**config.mk**
```make
export PLATFORM = sky130hd
export DESIGN_NAME = vga_timing_rx
export DESIGN_NICKNAME = d
export VERILOG_FILES = /design/src/rtl/vga_timing_rx.sv
export SDC_FILE = /design/constraint.sdc
export NUM_CORES = 1
export LEC_CHECK = 0
export CELL_PAD_IN_SITES_DETAIL_PLACEMENT = 1
export CELL_PAD_IN_SITES_GLOBAL_PLACEMENT = 1
export CORE_MARGIN = 1
export CORE_UTILIZATION = 45
export DETAILED_ROUTE_END_ITERATION = 7
export GPL_ROUTABILITY_DRIVEN = 0
export PLACE_DENSITY = 0.94
export SLEW_MARGIN = 30
export SYNTH_ARGS = -nofsm -noshare
export SYNTH_HDL_FRONTEND = slang
export SYNTH_SLANG_ARGS = --single-unit
```
**constraint.sdc**
```tcl
create_clock -name clk_pix -period 4.6 [get_ports clk_pix]
set_input_delay 0.46 -clock clk_pix [delete_from_list [all_inputs] [get_ports clk_pix]]
set_output_delay 0.46 -clock clk_pix [all_outputs]
set_load 0.01 [all_outputs]
```
**src/rtl/vga_timing_rx.sv**
```systemverilog
// vga_timing_rx: recovers pixel coordinates and colour from a VGA-style
// timing stream and judges whether that stream matches the configured
// geometry.
//
// Inputs are registered once (stage 1). Sync and de edges are detected on
// the stage-1 copies. All outputs are registered (stage 2), so an input
// sampled at edge k is visible on the outputs after edge k+1.
//
// Ports
//   clk_pix             pixel clock (single domain)
//   rst_pix             synchronous active-high reset
//   hsync, vsync, de    timing inputs; syncs active low when SYNC_NEG=1
//   r, g, b             pixel colour, meaningful while de is high
//   rx_x, rx_y          coordinate of the pixel currently on rx_rgb
//   rx_rgb              {r,g,b} of that pixel, 3'b000 when not valid
//   rx_valid            an active pixel is presented this cycle
//   rx_frame            frame counter, advances on each vsync assertion
//   locked              timing has matched for LOCK_FRAMES clean frames
//   err_h, err_v        one-cycle line / frame timing error pulses
module vga_timing_rx #(
  parameter int H_ACTIVE    = 640,
  parameter int H_TOTAL     = 800,
  parameter int V_ACTIVE    = 480,
  parameter int SYNC_NEG    = 1,
  parameter int LOCK_FRAMES = 2
) (
  input  logic       clk_pix,
  input  logic       rst_pix,
  input  logic       hsync,
  input  logic       vsync,
  input  logic       de,
  input  logic       r,
  input  logic       g,
  input  logic       b,
  output logic [9:0] rx_x,
  output logic [9:0] rx_y,
  output logic [2:0] rx_rgb,
  output logic       rx_valid,
  output logic [9:0] rx_frame,
  output logic       locked,
  output logic       err_h,
  output logic       err_v
);

  typedef enum logic [1:0] {
    ST_SEARCH  = 2'd0,
    ST_ACQUIRE = 2'd1,
    ST_LOCKED  = 2'd2
  } state_e;

  // Level a sync line rests at when not asserted.
  localparam logic        SYNC_IDLE  = (SYNC_NEG != 0) ? 1'b1 : 1'b0;
  localparam logic [10:0] H_ACTIVE_C = 11'(H_ACTIVE);
  localparam logic [9:0]  H_TOTAL_C  = 10'(H_TOTAL);
  localparam logic [9:0]  V_ACTIVE_C = 10'(V_ACTIVE);
  localparam logic [7:0]  LOCK_C     = 8'(LOCK_FRAMES);
  localparam logic [9:0]  CNT_MAX    = 10'h3ff;

  // Stage-1 input copies and their one-cycle-old versions for edge detect.
  logic       hs_s1_q, hs_s1_d, vs_s1_q, vs_s1_d, de_s1_q, de_s1_d;
  logic [2:0] rgb_s1_q, rgb_s1_d;
  logic       hs_prev_q, hs_prev_d, vs_prev_q, vs_prev_d, de_prev_q, de_prev_d;

  // Counters and tracking state.
  logic [9:0] px_q, px_d, ln_q, ln_d, hp_q, hp_d;
  logic       h_seen_q, h_seen_d, v_seen_q, v_seen_d, dirty_q, dirty_d;
  logic [7:0] clean_q, clean_d;
  state_e     state_q, state_d;

  // Output registers.
  logic [9:0] rx_x_q, rx_x_d, rx_y_q, rx_y_d, rx_frame_q, rx_frame_d;
  logic [2:0] rx_rgb_q, rx_rgb_d;
  logic       rx_valid_q, rx_valid_d, locked_q, locked_d;
  logic       err_h_q, err_h_d, err_v_q, err_v_d;

  // Combinational event decode.
  logic        hs_edge_s, vs_edge_s, de_rise_s, de_fall_s;
  logic [10:0] px_len_s;
  logic [9:0]  ln_cur_s;
  logic        err_any_s, unlock_s;

  // Next-state logic for every register in the block.
  always_comb begin
    hs_s1_d    = hsync;
    vs_s1_d    = vsync;
    de_s1_d    = de;
    rgb_s1_d   = {r, g, b};
    hs_prev_d  = hs_s1_q;
    vs_prev_d  = vs_s1_q;
    de_prev_d  = de_s1_q;

    // A sync is "active" when it differs from its idle level.
    hs_edge_s  = ((hs_s1_q ^ SYNC_IDLE) == 1'b1) && ((hs_prev_q ^ SYNC_IDLE) == 1'b0);
    vs_edge_s  = ((vs_s1_q ^ SYNC_IDLE) == 1'b1) && ((vs_prev_q ^ SYNC_IDLE) == 1'b0);
    de_rise_s  = de_s1_q && !de_prev_q;
    de_fall_s  = !de_s1_q && de_prev_q;

    // Pixel counter: restart at de rise, saturate during overlong lines.
    if (de_rise_s) begin
      px_d = 10'd0;
    end else if (de_s1_q && (px_q != CNT_MAX)) begin
      px_d = px_q + 10'd1;
    end else begin
      px_d = px_q;
    end
    // Widened so a saturated count still mismatches any legal width.
    px_len_s = {1'b0, px_q} + 11'd1;

    // Line count including a de fall in this same cycle, so a coincident
    // vsync checks the completed line total before clearing.
    if (de_fall_s && (ln_q != CNT_MAX)) begin
      ln_cur_s = ln_q + 10'd1;
    end else begin
      ln_cur_s = ln_q;
    end
    ln_d = vs_edge_s ? 10'd0 : ln_cur_s;

    // hsync period: 1 at assertion, so it reads H_TOTAL at the next one.
    if (hs_edge_s) begin
      hp_d = 10'd1;
    end else if (hp_q != CNT_MAX) begin
      hp_d = hp_q + 10'd1;
    end else begin
      hp_d = hp_q;
    end

    err_h_d = (de_fall_s && (px_len_s != H_ACTIVE_C)) ||
              (hs_edge_s && h_seen_q && (hp_q != H_TOTAL_C));
    err_v_d = vs_edge_s && v_seen_q && (ln_cur_s != V_ACTIVE_C);
    err_any_s = err_h_d || err_v_d;

    // Lock state machine.
    state_d = state_q;
    clean_d = clean_q;
    case (state_q)
      ST_SEARCH: begin
        if (vs_edge_s) begin
          state_d = ST_ACQUIRE;
          clean_d = 8'd0;
        end else begin
          state_d = ST_SEARCH;
        end
      end
      ST_ACQUIRE: begin
        if (vs_edge_s) begin
          if (err_any_s || dirty_q) begin
            clean_d = 8'd0;
          end else if ((clean_q + 8'd1) >= LOCK_C) begin
            clean_d = clean_q + 8'd1;
            state_d = ST_LOCKED;
          end else begin
            clean_d = clean_q + 8'd1;
          end
        end else if (err_any_s) begin
          clean_d = 8'd0;
        end else begin
          clean_d = clean_q;
        end
      end
      ST_LOCKED: begin
        if (err_any_s) begin
          state_d = ST_SEARCH;
        end else begin
          state_d = ST_LOCKED;
        end
      end
      default: begin
        state_d = ST_SEARCH;
        clean_d = 8'd0;
      end
    endcase
    unlock_s = (state_q == ST_LOCKED) && err_any_s;

    // Errors seen since the last vsync disqualify the frame in progress.
    if (vs_edge_s) begin
      dirty_d = 1'b0;
    end else if (err_any_s) begin
      dirty_d = 1'b1;
    end else begin
      dirty_d = dirty_q;
    end

    // The first hsync after losing lock has no valid reference period.
    if (unlock_s) begin
      h_seen_d = 1'b0;
    end else if (hs_edge_s) begin
      h_seen_d = 1'b1;
    end else begin
      h_seen_d = h_seen_q;
    end
    v_seen_d = vs_edge_s ? 1'b1 : v_seen_q;

    rx_x_d     = px_d;
    rx_y_d     = ln_cur_s;
    rx_valid_d = de_s1_q;
    rx_rgb_d   = de_s1_q ? rgb_s1_q : 3'b000;
    rx_frame_d = vs_edge_s ? (rx_frame_q + 10'd1) : rx_frame_q;
    locked_d   = (state_d == ST_LOCKED);
  end

  // All registers; reset returns stage 1 to idle sync levels and clears the rest.
  always_ff @(posedge clk_pix) begin
    if (rst_pix) begin
      hs_s1_q    <= SYNC_IDLE;
      vs_s1_q    <= SYNC_IDLE;
      de_s1_q    <= 1'b0;
      rgb_s1_q   <= 3'b000;
      hs_prev_q  <= SYNC_IDLE;
      vs_prev_q  <= SYNC_IDLE;
      de_prev_q  <= 1'b0;
      px_q       <= 10'd0;
      ln_q       <= 10'd0;
      hp_q       <= 10'd0;
      h_seen_q   <= 1'b0;
      v_seen_q   <= 1'b0;
      dirty_q    <= 1'b0;
      clean_q    <= 8'd0;
      state_q    <= ST_SEARCH;
      rx_x_q     <= 10'd0;
      rx_y_q     <= 10'd0;
      rx_rgb_q   <= 3'b000;
      rx_valid_q <= 1'b0;
      rx_frame_q <= 10'd0;
      locked_q   <= 1'b0;
      err_h_q    <= 1'b0;
      err_v_q    <= 1'b0;
    end else begin
      hs_s1_q    <= hs_s1_d;
      vs_s1_q    <= vs_s1_d;
      de_s1_q    <= de_s1_d;
      rgb_s1_q   <= rgb_s1_d;
      hs_prev_q  <= hs_prev_d;
      vs_prev_q  <= vs_prev_d;
      de_prev_q  <= de_prev_d;
      px_q       <= px_d;
      ln_q       <= ln_d;
      hp_q       <= hp_d;
      h_seen_q   <= h_seen_d;
      v_seen_q   <= v_seen_d;
      dirty_q    <= dirty_d;
      clean_q    <= clean_d;
      state_q    <= state_d;
      rx_x_q     <= rx_x_d;
      rx_y_q     <= rx_y_d;
      rx_rgb_q   <= rx_rgb_d;
      rx_valid_q <= rx_valid_d;
      rx_frame_q <= rx_frame_d;
      locked_q   <= locked_d;
      err_h_q    <= err_h_d;
      err_v_q    <= err_v_d;
    end
  end

  assign rx_x     = rx_x_q;
  assign rx_y     = rx_y_q;
  assign rx_rgb   = rx_rgb_q;
  assign rx_valid = rx_valid_q;
  assign rx_frame = rx_frame_q;
  assign locked   = locked_q;
  assign err_h    = err_h_q;
  assign err_v    = err_v_q;

endmodule

```
==> impl_metrics.env <==
export IMPL_synth_seq_area_share_pct=44.84
export IMPL_cpPeakStageDelay_ps=520
export IMPL_rsz0062_at_grt="no"
export IMPL_grt_pass1_vias=3151
export IMPL_synth_nets=407
export IMPL_netlist_area_mm2=0.003482
export IMPL_setup_viol=0
export IMPL_synth_cells=392
export IMPL_num_antenna_cells=0
export IMPL_grt_max_degree=46
export IMPL_overflow=0
export IMPL_grt_first_pass_wirelength_um=14770
export IMPL_holdCritStartpoint="vs_prev_d$_SDFF_PP1_"
export IMPL_mostFrequentLayoutCells="dfxtp_1 (78), nor2_1 (57), clkdlybuf4s50_1 (44), nand2_1 (25), nand3_1 (21)"
export IMPL_drtPass1Iterations=4
export IMPL_fmax_mhz=342.0
export IMPL_path_buf_inv=0
export IMPL_fin_crit_sh_pct=63.56
export IMPL_vias_per_cell=5.569
export IMPL_wl_um=8812
export IMPL_slowest_stage="o31ai_4"
export IMPL_timing_rr_start="ln_q[0]$_SDFF_PP0_"
export IMPL_grt_usage_pct=22.70
export IMPL_worst_pin_slew_ps=877.2
export IMPL_async_flop_share_pct=0
export IMPL_cts_resized=0
export IMPL_r2r_slack_ps=1680
export IMPL_dp_cells=519
export IMPL_max_slew_margin_pct=41.40
export IMPL_outcome="complete, no violations"
export IMPL_worstHoldPathCells=1
export IMPL_required_ps=4830
export IMPL_vdd_drop_max_v=0.0001545
export IMPL_worstSkewPairLatency_ps=350
export IMPL_vias=2974
export IMPL_cap_viol_max_count=0
export IMPL_clockRootBuffer="clkbuf_8"
export IMPL_portBuffers=44
export IMPL_slew_viol_final=0
export IMPL_cp_end_kind="flop"
export IMPL_die_width_um=89.97
export IMPL_synth_enable_flop_cells=0
export IMPL_r2r_cells=8
export IMPL_fp_dieH_um=89.97
export IMPL_htree_levels=3
export IMPL_wl_per_cell_um=16.50
export IMPL_syn_to_final_growth_pct=19.40
export IMPL_layout_commonest_cell="dfxtp_1"
export IMPL_fin_skew_ps=9.464
export IMPL_drc_errors=0
export IMPL_postCtsHoldBufs=0
export IMPL_clock_sinks=78
export IMPL_cts_clk_slew_worst_paths_ps=70
export IMPL_cts_tree="done"
export IMPL_numCtsBuffers=9
export IMPL_yosys_warnings=0
export IMPL_worstSetupPathType="flop to flop"
export IMPL_start_util_pct=47.25
export IMPL_instances_no_fill=534
export IMPL_antenna_found_initial=0
export IMPL_ios=45
export IMPL_power_density_mw_per_mm2=302.1
export IMPL_arrival_ps=3150
export IMPL_p_leak_nw=1.573
export IMPL_avgSynthCellArea_um2=8.883
export IMPL_finalHoldViolCount=0
export IMPL_postCtsSetupBuffers=0
export IMPL_drtIter0Drc=135
export IMPL_core_area_mm2=0.007370
export IMPL_path_delay_family="compound AO/OA/AOI/OAI gates"
export IMPL_ys_seq_elements=78
export IMPL_ant_nets=0
export IMPL_startpoint_type="flop"
export IMPL_final_nets=446
export IMPL_ys_flop_type="dfxtp_1"
export IMPL_yosysUniqueCellTypes=46
export IMPL_fin_crit_ps=2924
export IMPL_min_to="vs_prev_q$_SDFF_PP1_"
export IMPL_dieArea_mm2=0.008094
export IMPL_cp_max_fo=12
export IMPL_rows=31
export IMPL_setup_tns_ps=0
export IMPL_p_total_mw=1.256
export IMPL_dp_final_hpwl_um=6274
export IMPL_hp_class="flop to flop"
export IMPL_clockBufferDepth=2
export IMPL_reg2reg_to="state_q[0]$_SDFF_PP0_"
export IMPL_path_cells="ha_1 -> and3b_1 -> o2111ai_1 -> a21boi_0 -> nand4b_1 -> o31ai_4 -> nand2_1 -> o221a_1"
export IMPL_final_layout_size_suffix_gt1_share_pct=5.747
## power breakdown
group          leakage (nW)  internal, mW  switching [mW]  total [mW]
clock                0.0958         0.253           0.235       0.488
combinational         0.844        0.0289          0.0398      0.0687
sequential            0.632         0.687          0.0121       0.699
## per-layer routing
metal / GRT usage [%] / share of wire, %
met4: 10.48 / 2.1
met1: 26.14 / 42
met3: 3.553 / 3.2
met5: 0 / 0
met2: 41.15 / 52
## cell type report
| type | count | area (um^2) |
|---|---|---|
| timing repair buffer | 45 | 447.9 |
| tap | 99 | 123.9 |
| multi-input combinational | 287 | 1800 |
| inverter | 10 | 37.54 |
| clock buffer | 15 | 186.4 |
| sequential | 78 | 1562 |
| fill | 887 | 3212 |
## Yosys cell counts, types with 4 or more instances
cell type,n,area share [%]
nor2_1,57,6.1
a211oi_1,4,0.86
nand4_1,11,2.0
nor2b_1,10,1.8
a21oi_1,12,1.7
xnor2_1,13,3.3
xor2_1,19,4.8
and2_1,5,0.90
ha_1,7,2.5
nor3b_1,5,1.1
nand2_1,25,2.7
o21ai_0,7,1.0
clkbuf_1,12,1.3
mux2i_1,9,2.6
a31oi_1,9,1.6
nand3_1,21,3.0
and4_1,5,1.3
dfxtp_1,78,45
nand3b_1,5,1.1
or2_2,7,1.3
inv_1,10,1.1
nor3_1,9,1.3
and3_1,16,2.9
## registers in the layout, summed over array words and instances (netlist names), 2 cells and up
signal and cells:
hp_q 10, ln_q 10, rx_frame 10, rx_x 10
rx_y 10, clean_q 8, rgb_s1_q 3, rx_rgb 3
state_q 2
## cells by family (layout without fill, tap and decap cells)
| logic type | count (synthesis) | after routing | share of synthesized area (%) |
|---|---|---|---|
| DFF | 78 | 78 | 44.84 |
| xor gates and xnor gates | 32 | 32 | 8.049 |
| adders and majority gates | 7 | 7 | 2.515 |
| and+or+nand+nor | 188 | 188 | 28.10 |
| AOI/OAI and AO/OA | 50 | 50 | 10.13 |
| buffers and inverters | 27 | 70 | 3.449 |
| muxes | 10 | 10 | 2.911 |
## worst register-to-register path, delay by kind of cell (launching register included)
family                   cells  cell delay [ps]
adder cells (fa/ha/maj)      1              280
AND/OR/NAND/NOR              3              820
flip-flops                   1              410
AO/OA/AOI/OAI                4             1310
## how the worst max path moves through the flow
stage | startpoint | endpoint | slack (ps) | cells after the start
after global placement | ln_q[0]$_SDFF_PP0_ | state_q[0]$_SDFF_PP0_ | 2080 | 8
after global routing | ln_q[0]$_SDFF_PP0_ | state_q[0]$_SDFF_PP0_ | 1540 | 8
after floorplan | ln_q[0]$_SDFF_PP0_ | state_q[0]$_SDFF_PP0_ | 2380 | 9
after CTS | ln_q[0]$_SDFF_PP0_ | state_q[0]$_SDFF_PP0_ | 1730 | 8
final | ln_q[0]$_SDFF_PP0_ | state_q[0]$_SDFF_PP0_ | 1680 | 8
after detailed placement | ln_q[0]$_SDFF_PP0_ | state_q[0]$_SDFF_PP0_ | 1770 | 8
## metrics by stage
stage	util [%]	setup slack [ps]	cell area, um^2	hold slack (ps)
CTS	56.42	1727	4158	467.5
global placement	53.89	2077	3971	436.0
finish	56.42	1676	4158	469.1
floorplan	-	2378	3482	417.8
detailed placement	53.89	1774	3971	447.5
global route	56.42	1535	4158	477.3
Note: power is estimated with default switching activity, not from simulation.
==> patch 1, RTL diff (same settings) <==
Encoding of `state_e`: now one-hot (3 bits for 3 states).
--- a/src/rtl/vga_timing_rx.sv
+++ b/src/rtl/vga_timing_rx.sv
@@ -42,10 +42,10 @@
   output logic       err_v
 );
 
-  typedef enum logic [1:0] {
-    ST_SEARCH  = 2'd0,
-    ST_ACQUIRE = 2'd1,
-    ST_LOCKED  = 2'd2
+  typedef enum logic [2:0] {
+    ST_SEARCH  = 3'b001,
+    ST_ACQUIRE = 3'b010,
+    ST_LOCKED  = 3'b100
   } state_e;
 
   // Level a sync line rests at when not asserted.
Function: same outputs for any inputs over 10 cycles, from zero or initial values and one cycle with rst_pix high; not proved beyond that.
==> patch 1 against the unedited design <==
  * Highest routed layer unchanged
  * Setup slack improved by 39 ps
  * Hold slack worse by 29 ps
  * Routed wire length increased by 11%
  * Final area up 1.8%
  * Sequential cell count increased by 1
  * Die area decreased by 0.24%
  * Final cell count grew 3.4%
  * Total power up 10%
  * Synthesized area decreased by 0.25%
==> patch 1: results (changes against the unedited design) <==
metric;value;unit;change
status;complete, no violations;;
synth_cell_types;50;;+8.7%
met1_usage;29.8;%;+3.6 points
rr_endpoint;state_q[1]$_SDFF_PP0_;;
synth_nets;419;;+2.9%
worst_clock_skew;12.3;ps;+2.81 ps
drive_gt1_share;7.06;%;+1.3 points
grt_start_max_net_pins;32;;-30%
hold_slack;440;ps;-28.7 ps
place_hpwl;6600;um;+5.2%
reg2reg_slack;1710;ps;+40 ps
placed_area;4000;um^2;+0.76%
clock.fmax;347;MHz;+1.3%
cts_max_path_buffers;2;;unchanged
clkSlewWorstSetupHoldPaths;90;ps;+20 ps
grt_usage;25.7;%;+3.0 points
r2r_cells;8;;unchanged
nNetsFinal;463;;+3.8%
insertion_delay;370;ps;+20 ps
use_met3;3.98;%;+0.42 points
io_buffers;44;;unchanged
grt_pass1_vias;3353;;+6.4%
slew-limit-headroom;40.9;%;-0.49 points
crit_family;simple AND/OR/NAND/NOR gates;;
hold_end;rx_rgb[2]$_SDFF_PP0_;;
ir_drop;0.193;mV;+25%
post-place-ws;1900;ps;+130 ps
hold_path_startpoint;rgb_s1_q[2]$_SDFF_PP0_;;
leakagePower;1.53;nW;-2.5%
antenna_cells;0;;unchanged
grtUsageMet2;46.7;%;+5.6 points
ys_top_cells_by_area;dfxtp_1 (46%), nor2_1 (8.2%), xor2_1 (3.8%);;
grt_first_pass_wirelength;16600;um;+12%
slowest_delay;550;ps;+30 ps
drtIter0Drc;127;;-5.9%
arrival;3130;ps;-20 ps
yosysSeqAreaShare;45.5;%;+0.69 points
wl_per_cell;17.8;um;+7.8%
num_vias;3111;;+4.6%
antenna_found_initial;0;;unchanged
patch 1: cell type report:
| type | count | area (um^2) |
|---|---|---|
| Sequential cell | 79 | 1580 |
| Timing Repair Buffer | 46 | 455 |
| Multi-Input combinational cell | 299 | 1790 |
| Clock buffer | 10 | 138 |
| Tap cell | 99 | 124 |
| Fill cell | 861 | 3140 |
| Inverter | 13 | 48.8 |
| Clock inverter | 6 | 93.8 |
patch 1: report_power, final:
part / total [W] / switching, W / internal (W) / leakage, nW
combinational: 0.0000726 / 0.0000424 / 0.0000301 / 0.781
clock: 0.000600 / 0.000277 / 0.000323 / 0.113
sequential: 0.000709 / 0.0000136 / 0.000696 / 0.641
patch 1: metrics by stage:
| stage | utilization, % | std cells |
|---|---|---|
| after floorplan | - | 404 |
| after global placement | 54.3 | 536 |
| after detailed placement | 54.3 | 536 |
| after CTS | 57.4 | 552 |
| after global routing | 57.4 | 552 |
| final | 57.4 | 552 |
patch 1: kinds of logic after synthesis:
| logic type | count (synthesis) | synth area share, % |
|---|---|---|
| xor gates and xnor gates | 27 | 6.81 |
| and+or+nand+nor | 200 | 29.1 |
| AOI/OAI and AO/OA | 58 | 11.1 |
| adders and majority gates | 7 | 2.52 |
| buffers and inverters | 26 | 2.88 |
| muxes | 7 | 2.05 |
| DFF | 79 | 45.5 |
patch 1: per-layer routing:
| metal | part of all wire [%] | vias to the layer above |
|---|---|---|
| li1 | - | 1481 |
| met1 | 42 | 1551 |
| met2 | 53 | 60 |
| met3 | 2.7 | 19 |
| met4 | 2.5 | 0 |
| met5 | 0 | - |
==> patch 2, RTL diff (same flow settings) <==
Made on the original files. Change the parameter `H_TOTAL` from 800 to 400.
--- a/src/rtl/vga_timing_rx.sv
+++ b/src/rtl/vga_timing_rx.sv
@@ -19,7 +19,7 @@
 //   err_h, err_v        one-cycle line / frame timing error pulses
 module vga_timing_rx #(
   parameter int H_ACTIVE    = 640,
-  parameter int H_TOTAL     = 800,
+  parameter int H_TOTAL     = 400,
   parameter int V_ACTIVE    = 480,
   parameter int SYNC_NEG    = 1,
   parameter int LOCK_FRAMES = 2
Function: same outputs for any inputs over 10 cycles, from zero or initial values and one cycle with rst_pix high; that may be too few to reach the edited logic, so the function may still have changed.
==> patch 2 against the unedited design <==
  * Setup slack improved by 140 ps
  * Sequential cell count stayed put
  * Final area is 0.18% higher
  * Synthesized cell count is 4.3% lower
  * Total power grew 6.8%
  * Die area down 1.3%
  * Count of clock-buffer cells in the layout down 3
  * Sequential share of layout area is 0.068 points lower
  * Fmax grew 5.1%
  * Routed wire length grew 9.7%
  * Utilization up 0.40 points
  * Sequential power barely moved
  * Synthesized area fell by 1.4%
  * Critical endpoint is now clean_q[5]$_SDFFE_PP0P_
==> patch 2: results (changes against the unedited design) <==
metric;value;unit;change
placed_cells;505;;-2.7%
drtIter0Drc;84;;-38%
grtUsageMet2;44.6;%;+3.5 points
leakagePower;1.55;nW;-1.4%
netlist_top_cells_count;dfxtp_1 (78), nor2_1 (59), nand3_1 (23);;
met1_usage;29.8;%;+3.7 points
power.internal;0.00104;W;+6.9%
top_layer_used;met4;;
wl_met1;4050;um;+8.6%
placed_area;3950;um^2;-0.54%
via_per_inst;5.72;;+2.6%
post-place-ws;1970;ps;+192 ps
finalPower;0.00134;W;+6.8%
grt_start_max_net_pins;25;;-46%
wl;9670;um;+9.7%
cts-root-buf;clkbuf_8;;
rr_startpoint;rx_x[0]$_SDFFE_PP0P_;;
wl_met2;4990;um;+8.1%
worstMarginPinSlew;824;ps;-53.5 ps
drive_gt1_share;9.00;%;+3.3 points
p_seq;0.000698;W;about the same
use_met3;6.37;%;+2.8 points
yosysSeqAreaShare;45.5;%;+0.62 points
worst_clock_skew;11.6;ps;+2.13 ps
status;complete, no violations;;
ys_top_cells_by_area;dfxtp_1 (45%), nor2_1 (6.4%), xor2_1 (4.6%);;
dr_wl_met3;390;um;+38%
arrival;3090;ps;-60 ps
powerDensity;322;nW/um^2;+6.6%
hold_path_startpoint;hs_prev_d$_SDFF_PP1_;;
fillCellCount;842;;-5.1%
postSynthCellCount;375;;-4.3%
synth_nets;390;;-4.2%
crit_fanout;8;;-4
ir_drop;0.142;mV;-8.1%
synth_cell_types;55;;+20%
grt_usage;25.7;%;+3.0 points
grt_pass1_vias;3076;;-2.4%
place_hpwl;5970;um;-4.9%
wl_per_cell;18.6;um;+12%
nNetsFinal;432;;-3.1%
-- patch 2: changes by cell type after synthesis, sizes merged, moves of 3 or more --
| cell | unedited run | this run |
|---|---|---|
| nor3b | 5 | 2 |
| a31oi | 9 | 4 |
| inv | 10 | 7 |
| nand2 | 25 | 17 |
| a21oi | 12 | 8 |
| a221o | 0 | 5 |
| mux2i | 9 | 6 |
| nor2 | 57 | 60 |
| and3 | 16 | 12 |
| nand3b | 5 | 2 |
| nor2b | 10 | 14 |
| o21ai | 10 | 5 |
-- patch 2: path summary, 6_finish.rpt --
| check | slack, ps | to |
|---|---|---|
| setup / recovery | 1820 | clean_q[5]$_SDFFE_PP0P_ |
| hold / removal | 450 | hs_prev_q$_SDFF_PP1_ |
| setup reg to reg | 1820 | clean_q[5]$_SDFFE_PP0P_ |
| hold reg to reg | 450 | hs_prev_q$_SDFF_PP1_ |
-- patch 2: cells by family (layout without fill, tap and decap cells) --
kind of cell | Yosys count | after routing | synth area share [%]
XOR/XNOR | 30 | 30 | 7.65
AO/OA/AOI/OAI | 44 | 44 | 9.98
buffers and inverters | 22 | 69 | 2.62
multiplexers | 9 | 9 | 2.73
flip-flops | 78 | 78 | 45.5
AND/OR/NAND/NOR | 185 | 185 | 29.0
adder cells (fa/ha/maj) | 7 | 7 | 2.55
-- patch 2: critical path: stages (launching register included) --
cell	delay, ps
dfxtp_1	480
ha_1	270
and3_2	270
and3_1	210
a31oi_1	100
o31a_1	350
o31a_2	310
nor3_2	450
a221o_1	270
-- patch 2: final cells by class --
type | instances | area share, %
Clock buffer | 12 | 3.48
Clock inverter | 4 | 1.68
Inverter | 7 | 0.631
Multi-Input combinational cell | 275 | 42.8
Sequential cell | 78 | 37.5
Tap cell | 99 | 2.97
Timing Repair Buffer | 46 | 10.9
